===== src/rtl/shift_rotate_unit.sv =====
// Multi-cycle shift/rotate unit: moves the operand up to STEP bit positions per
// RUN cycle and publishes result, carry and zero with a one-cycle done pulse.
module shift_rotate_unit #(
    parameter int WIDTH = 32,
    parameter int STEP  = 1,
    localparam int AW   = $clog2(WIDTH)
) (
    input  logic             clk,
    input  logic             clr,
    input  logic             start,
    input  logic [2:0]       op,
    input  logic [WIDTH-1:0] a,
    input  logic [AW-1:0]    amt,
    output logic [WIDTH-1:0] result,
    output logic             carry,
    output logic             zero,
    output logic             busy,
    output logic             done
);

    localparam logic [1:0] IDLE = 2'd0;
    localparam logic [1:0] RUN  = 2'd1;
    localparam logic [1:0] DONE = 2'd2;

    localparam logic [2:0] OP_SHR  = 3'b000;
    localparam logic [2:0] OP_SHRA = 3'b001;
    localparam logic [2:0] OP_SHL  = 3'b010;
    localparam logic [2:0] OP_ROR  = 3'b011;
    localparam logic [2:0] OP_ROL  = 3'b100;

    localparam logic [AW:0] STEP_K  = (AW+1)'(STEP);
    localparam logic [AW:0] WIDTH_K = (AW+1)'(WIDTH);

    logic [1:0]       state;
    logic [WIDTH-1:0] acc;
    logic [WIDTH-1:0] a_lat;
    logic [2:0]       op_lat;
    logic [AW-1:0]    amt_lat;
    logic [AW-1:0]    remaining;

    logic [AW:0]      k;
    logic [AW-1:0]    remaining_next;
    logic [WIDTH-1:0] stepped;
    logic [AW-1:0]    shl_index;
    logic             carry_calc;
    logic             op_legal;
    logic [AW-1:0]    amt_accept;

    assign op_legal   = (op <= OP_ROL);
    assign amt_accept = op_legal ? amt : '0;

    // One RUN cycle of movement: k never exceeds what is left to move.
    always_comb begin
        k = ({1'b0, remaining} < STEP_K) ? {1'b0, remaining} : STEP_K;
        remaining_next = remaining - k[AW-1:0];
        case (op_lat)
            OP_SHR:  stepped = acc >> k;
            OP_SHRA: stepped = $signed(acc) >>> k;
            OP_SHL:  stepped = acc << k;
            OP_ROR:  stepped = (acc >> k) | (acc << (WIDTH_K - k));
            OP_ROL:  stepped = (acc << k) | (acc >> (WIDTH_K - k));
            default: stepped = acc;
        endcase
    end

    // Carry comes from the original operand for shifts and from the final value
    // for rotates; WIDTH-amt wraps naturally in AW bits as the negated amount.
    always_comb begin
        shl_index = -amt_lat;
        case (op_lat)
            OP_SHR, OP_SHRA: carry_calc = a_lat[amt_lat - 1'b1];
            OP_SHL:          carry_calc = a_lat[shl_index];
            OP_ROR:          carry_calc = stepped[WIDTH-1];
            OP_ROL:          carry_calc = stepped[0];
            default:         carry_calc = 1'b0;
        endcase
    end

    always_ff @(posedge clk) begin
        if (clr) begin
            state     <= IDLE;
            acc       <= '0;
            a_lat     <= '0;
            op_lat    <= '0;
            amt_lat   <= '0;
            remaining <= '0;
            result    <= '0;
            carry     <= 1'b0;
            zero      <= 1'b1;
        end else begin
            case (state)
                IDLE: begin
                    if (start) begin
                        acc       <= a;
                        a_lat     <= a;
                        op_lat    <= op;
                        amt_lat   <= amt_accept;
                        remaining <= amt_accept;
                        if (amt_accept == '0) begin
                            result <= a;
                            carry  <= 1'b0;
                            zero   <= (a == '0);
                            state  <= DONE;
                        end else begin
                            state  <= RUN;
                        end
                    end
                end
                RUN: begin
                    acc       <= stepped;
                    remaining <= remaining_next;
                    if (remaining_next == '0) begin
                        result <= stepped;
                        carry  <= carry_calc;
                        zero   <= (stepped == '0);
                        state  <= DONE;
                    end
                end
                DONE:    state <= IDLE;
                default: state <= IDLE;
            endcase
        end
    end

    assign busy = (state == RUN) || (state == DONE);
    assign done = (state == DONE);

endmodule


===== config.mk =====
export PLATFORM = sky130hd
export DESIGN_NAME = shift_rotate_unit
export DESIGN_NICKNAME = d
export VERILOG_FILES = /design/src/rtl/shift_rotate_unit.sv
export SDC_FILE = /design/constraint.sdc
export NUM_CORES = 1
export LEC_CHECK = 0
export BUFFER_PORTS_ARGS = -buffer_cell sky130_fd_sc_hd__buf_2
export CAP_MARGIN = 15
export CORE_MARGIN = 3
export CORE_UTILIZATION = 35
export DETAILED_ROUTE_END_ITERATION = 16
export PLACE_DENSITY = 0.59
export SLEW_MARGIN = 40
export SYNTH_ARGS = -nofsm -noshare
export SYNTH_HDL_FRONTEND = slang
export SYNTH_SLANG_ARGS = --single-unit

===== constraint.sdc =====
create_clock -name clk -period 4.7 [get_ports clk]
set_input_delay 0.94 -clock clk [delete_from_list [all_inputs] [get_ports clk]]
set_output_delay 0.94 -clock clk [all_outputs]
set_load 0.03 [all_outputs]

# After elaboration in Yosys (flattened, before gate mapping)
# Cells that the tools add are included.
[totals]
ff_bits = 113
elab_cells = 74
[classes]
n_addsub = 4
n_lt_le_gt_ge = 4
n_eq_ne = 9
shifts = 5
n_mux = 28
n_bitwise = 2
reduce_logical = 13
[ops]
columns = ["op", "n"]
rows = [
  ["$pmux 32 s5", 1],
  ["$mux 32", 4],
  ["$pmux 32 s2", 2],
  ["$logic_not 32->1", 2],
  ["$or 32x32->32", 2],
  ["$shl 32x5->32", 1],
  ["$shl 32x6->32", 1],
  ["$shr 32x5->32", 1],
  ["$shr 32x6->32", 1],
  ["$sshr 32x5->32", 1],
  ["$mux 5", 3],
  ["$lt 5x6->1 const B", 2],
  ["$bmux 1 s5", 2],
  ["$logic_not 5->1", 2],
  ["$pmux 5 s2", 1],
  ["$mux 1", 8],
  ["$eq 3x2->1 const B", 2],
  ["$mux 2", 3],
  ["$ne 2x2->1 const B", 3],
  ["$reduce_and 2->1", 3],
  ["$sub 6x5->6 const A", 1],
  ["$lt 5x1->1 const B", 1],
  ["$neg 5->5", 1],
  ["$sub 5x1->5 const B", 1],
  ["other kinds (15)", 16],
]

# Logic depth before layout (Yosys ltp)
[depth]
word_depth = 9
mapped_depth = 14

# Least setup slack after synthesis
# No wires, ideal clock.
[synth_path]
path_kind = "reg-to-reg"
startpoint = "reg remaining[0]"
endpoint = "reg zero"
setup_time_ns = 0.059
t_arrival_ns = 3.364
setup_slack_ns = 1.277
stages_incl_launch_ff = 14
synth_period_minus_slack_ns = 3.423
path_cell_list = "dfxtp_1 -> buf_4 -> clkinv_1 -> nand2_1 -> clkinv_1 -> ha_1 -> clkbuf_1 -> clkbuf_1 -> o21ai_0 -> a21oi_1 -> a31oi_1 -> or4_1 -> nor4_1 -> a31o_1"
[synth_via]
elab_chain_len = 9
word_cells_on_any_way = 18
classes_between = "add/sub: 2; order compare: 1; eq/ne: 1; shift: 5; mux: 4; bitwise: 2; reduce/logical: 3"
[synth_lines]
columns = ["item", "line_no", "rtl"]
rows = [
  ["start, declared", "39", "logic [AW-1:0] remaining;"],
  ["start signal, assigned", "98", "remaining <= amt_accept;"],
  ["start signal, assigned", "111", "remaining <= remaining_next;"],
  ["$lt 5x1->1", "54", "k = ({1'b0, remaining} < STEP_K) ? {1'b0, remaining} : STEP_K;"],
  ["$mux 5", "54", ""],
  ["$sub 6x5->6", "60, 61", ""],
  ["$shr 32x6->32 / $shl 32x6->32 (equally long branches)", "61, 60", ""],
  ["$or 32x32->32 (on tied branches)", "61, 60", ""],
  ["$pmux 32 s5", "56", "case (op_lat)"],
  ["$logic_not 32->1", "115", "zero <= (stepped == '0);"],
  ["$mux 1", "112", "if (remaining_next == '0) begin"],
  ["$pmux 1 s2", "91", "case (state)"],
  ["end signal, assigned", "102", "zero <= (a == '0);"],
  ["end signal, assigned", "115", ""],
  ["end, declared", "16", "output logic zero,"],
]
# Parallel ways exist; a longest one is shown, timed or not. The select of a mux whose other input is x is not followed.
# A chain may end at the register's enable or synchronous reset.

# Worst setup path in the final report
# Ends and elaborated chain as after synthesis.

==> run metrics <==
ant diodes=0; Largest delay share family, worst path=compound AO/OA/AOI/OAI gates; final antenna-violating net count=0; max-cap violations=0; worst path bufs/invs=3; min Tclk post-route=4.07 ns; Critical Path RT=5.08 ns; # DRC=0; CP endpoint kind=flop; Pwr Density=483 nW/um^2; initial antenna violation count=0; total gr overflow=0; Horiz. Die Dim=approximately 140 um; critical-path cell list=clkinv_1 > nand2_1 > buf_4 > clkinv_1 > ha_1 > mux2i_1 > nor2_1 > a2111oi_0 > o22ai_1 > or4_1 > nor4_1 > a31o_1; Register Area=2260 um^2; Starting Density=35.8%; post-CTS sizing=0; Synth async-reset ratio=0%; Final Cell Area=7900 um^2; slew margin rel.=46.9%; layout cells sized above 1=20.3%; TritonCTS Buffers=17; crit path max-delay cell type=ha_1; Total GRT Usage=24.0%; Non-Filler Instances=1136; Worst R2R Start=remaining[0]; Inst Count DP=about 1100; startpoint types=flop; Mapped Nets=893; area delta synth->final=17.5%; final core occ=a little over two fifths; first-pass GRT wire length=38200 um; RePlAce Congestion=1.00; Fin Setup TNS=0 ns; P_leak=roughly 2.9 nW; Post-Synth Simple-Gate Area=20.2%; YS warnings=0; vias in the first global route=6328; Mean Syn Cell Area=about 8.0 um^2; Hold Worst Slack=0.470 ns; worst-path maximum fanout=20; Synth Flop Type=dfxtp_1; Routed WL=approximately 25000 um; largest net degree at the start of global routing=77; critical path data arrival time=approximately 4.5 ns; clock buffer depth=2; final setup vio count=0; status=finished, final reports clean; area occupied by multi-input gates=4130 um^2; Worst-Margin Slew=between 0.7 and 0.8 ns; Boundary Pins=79; vias per cell=5.95; hpwl dp=17400 um; post-synthesis xor/xnor area fraction=0.391%; Port Buffers=78; worst hold path type=flop to flop; CTS tree=yes; post-synth design cell area=6730 um^2; CP Class=flop to flop; Peak VDD IR=about 270 uV; mux share of post-synthesis cell area=13.7%; complex-gate fraction of the synthesized area=25.1%; largest family of logic cells by synthesized area=compound AO/OA/AOI/OAI gates; Fin Clk Skew=0.00985 ns; CTS root buffer=clkbuf_16; # rows=50; Adder-Cell Fraction of Synth Area=1.12%; setup bufs post-CTS=0; dpl cell area=between 7000 and 8000 um^2; unrepaired setup endpoints after global routing=false; hold_buf cts=0; die height=around 140 um; post-DR wirelength/cell=around 22 um; nets@finish=938; Final period util=86.5%; min-delay src=amt_lat[1]; slowest stage delay, CP=0.80 ns; Synth cell types=73; initial detailed-routing violation count=about 800; TritonRoute pass-1 iters=12; Core Box Area=18800 um^2; H-tree depth=4; Peak Freq=between 200 and 250 MHz; Setup crit start=remaining[0]; vias=6762; Worst-Skew Late Latency=0.43 ns; Fillers=1952; CP dominant cell by count=clkinv_1; Seq/Total Area, Yosys=about a third; Syn Inst Count=844; CTS sink count=113; Seq cells post-synth=113; Die Area=between 20000 and 25000 um^2; Max Slew Vio Count=0; Post-synth EDFFs=0; clk slew on worst S/H paths=approximately 0.06 ns; final hold vios=0
report_power, final:
part           switching, mW  leakage (nW)  internal (mW)  total, mW
logic                  0.831          1.74          0.490       1.32
clock network          0.498         0.268          0.753       1.25
registers              0.161         0.930           1.08       1.24
total                   1.49          2.94           2.33       3.82
routing by layer:
| layer | vias up | global-route usage [%] | share of wire (%) |
|---|---|---|---|
| met2 | 317 | 35.4 | 44 |
| met1 | 3181 | 33.9 | 44 |
| met5 | - | 0 | 0 |
| li1 | 3198 | - | - |
| met3 | 66 | 5.85 | 8.5 |
| met4 | 0 | 9.18 | 3.3 |
cells by family after synthesis:
logic type,after synthesis
and+or+nand+nor,305
xor gates and xnor gates,3
buffers and inverters,94
other,1
DFF,113
adders and majority gates,6
muxes,69
AOI/OAI and AO/OA,253
stage by stage:
stage / power, mW / worst slack [ns]
after global routing: 4.01 / 0.245
after detailed placement: 2.55 / 0.725
after global placement: 2.55 / 0.773
after floorplan: 2.16 / 1.28
final: 3.82 / 0.635
after CTS: 3.81 / 0.697
layout by cell type (no fill, tap or decap), types with 3 or more instances in the layout:
cell type   synthesis  layout
clkinv_2            0       3
a211oi_1           59      59
ha_1                6       5
a21oi_1            81      79
inv_1              16      16
nand3_1            15      15
o31a_1              4       4
nor3_1             12      12
a31oi_1            14      14
dfxtp_1           113     113
o2111ai_1           8       8
clkinv_4            0       3
clkinvlp_4          0       4
and3_1              6       6
a22o_1              4       4
nand2b_1            8       8
buf_4               1      22
mux2_2             17      17
o221ai_1            3       3
a311oi_1            4       4
or3_1               3       3
nor2_1            101     100
nand2_1           126     126
nor2b_1             3       3
o21ai_0            22      22
nand4_1             3       3
clkinv_1            3       3
buf_2               9      77
clkbuf_16           0      17
nor4_1             10      10
o22ai_1             7       7
or4_1               4       4
a211o_1             3       3
mux2i_1            35      35
o21a_1              4       4
a22oi_1             8       8
a32oi_1             4       4
mux4_2             17      17
cell usage after synthesis, drive strengths merged, types with 5 or more instances:
library cell	n	area share, %
nand2	126	7.0
dfxtp	113	34
nor2	101	5.6
a21oi	81	6.0
a211oi	59	6.6
clkbuf	52	3.0
mux2i	35	5.2
o21ai	26	2.1
buf	23	1.7
mux2	17	2.8
mux4	17	5.7
inv	16	0.89
nand3	15	1.1
a31oi	14	1.3
nor3	12	0.89
nor4	11	1.2
a22oi	8	0.89
nand2b	8	0.74
o2111ai	8	1.0
o22ai	7	0.65
and3	6	0.56
ha	6	1.1
or4	5	0.61
flip-flops by register name (all words and copies together), names as in the netlist:
name and count:
a_lat 32, acc 32, result 32, amt_lat 5, remaining 5, op_lat 3, state 2, carry 1
zero 1
final timing paths:
check                           slack [ns]          to  depth (start not counted)
worst max-delay path                  0.63        zero                         12
worst min-delay path                  0.47  amt_lat[1]                          2
worst max register to register        0.63        zero                         12
worst min register to register        0.47  amt_lat[1]                          2
worst register-to-register path: cells and delay by family, from the launching register on:
family	cells	cell delay, ns
simple gates	4	0.91
compound gates	3	0.93
fa+ha+maj	1	0.80
mux	1	0.26
flops	1	0.56
buf+inv	3	0.56
layout make-up:
class	instances	area share (%)
clock inverters	12	1.39
flip-flops and latches	113	28.6
multi-input cells	637	52.3
inverters	19	0.903
clock buffers	20	5.78
repair buffers	101	7.30
well taps	234	3.71
Note: power is estimated with default switching activity, not from simulation.
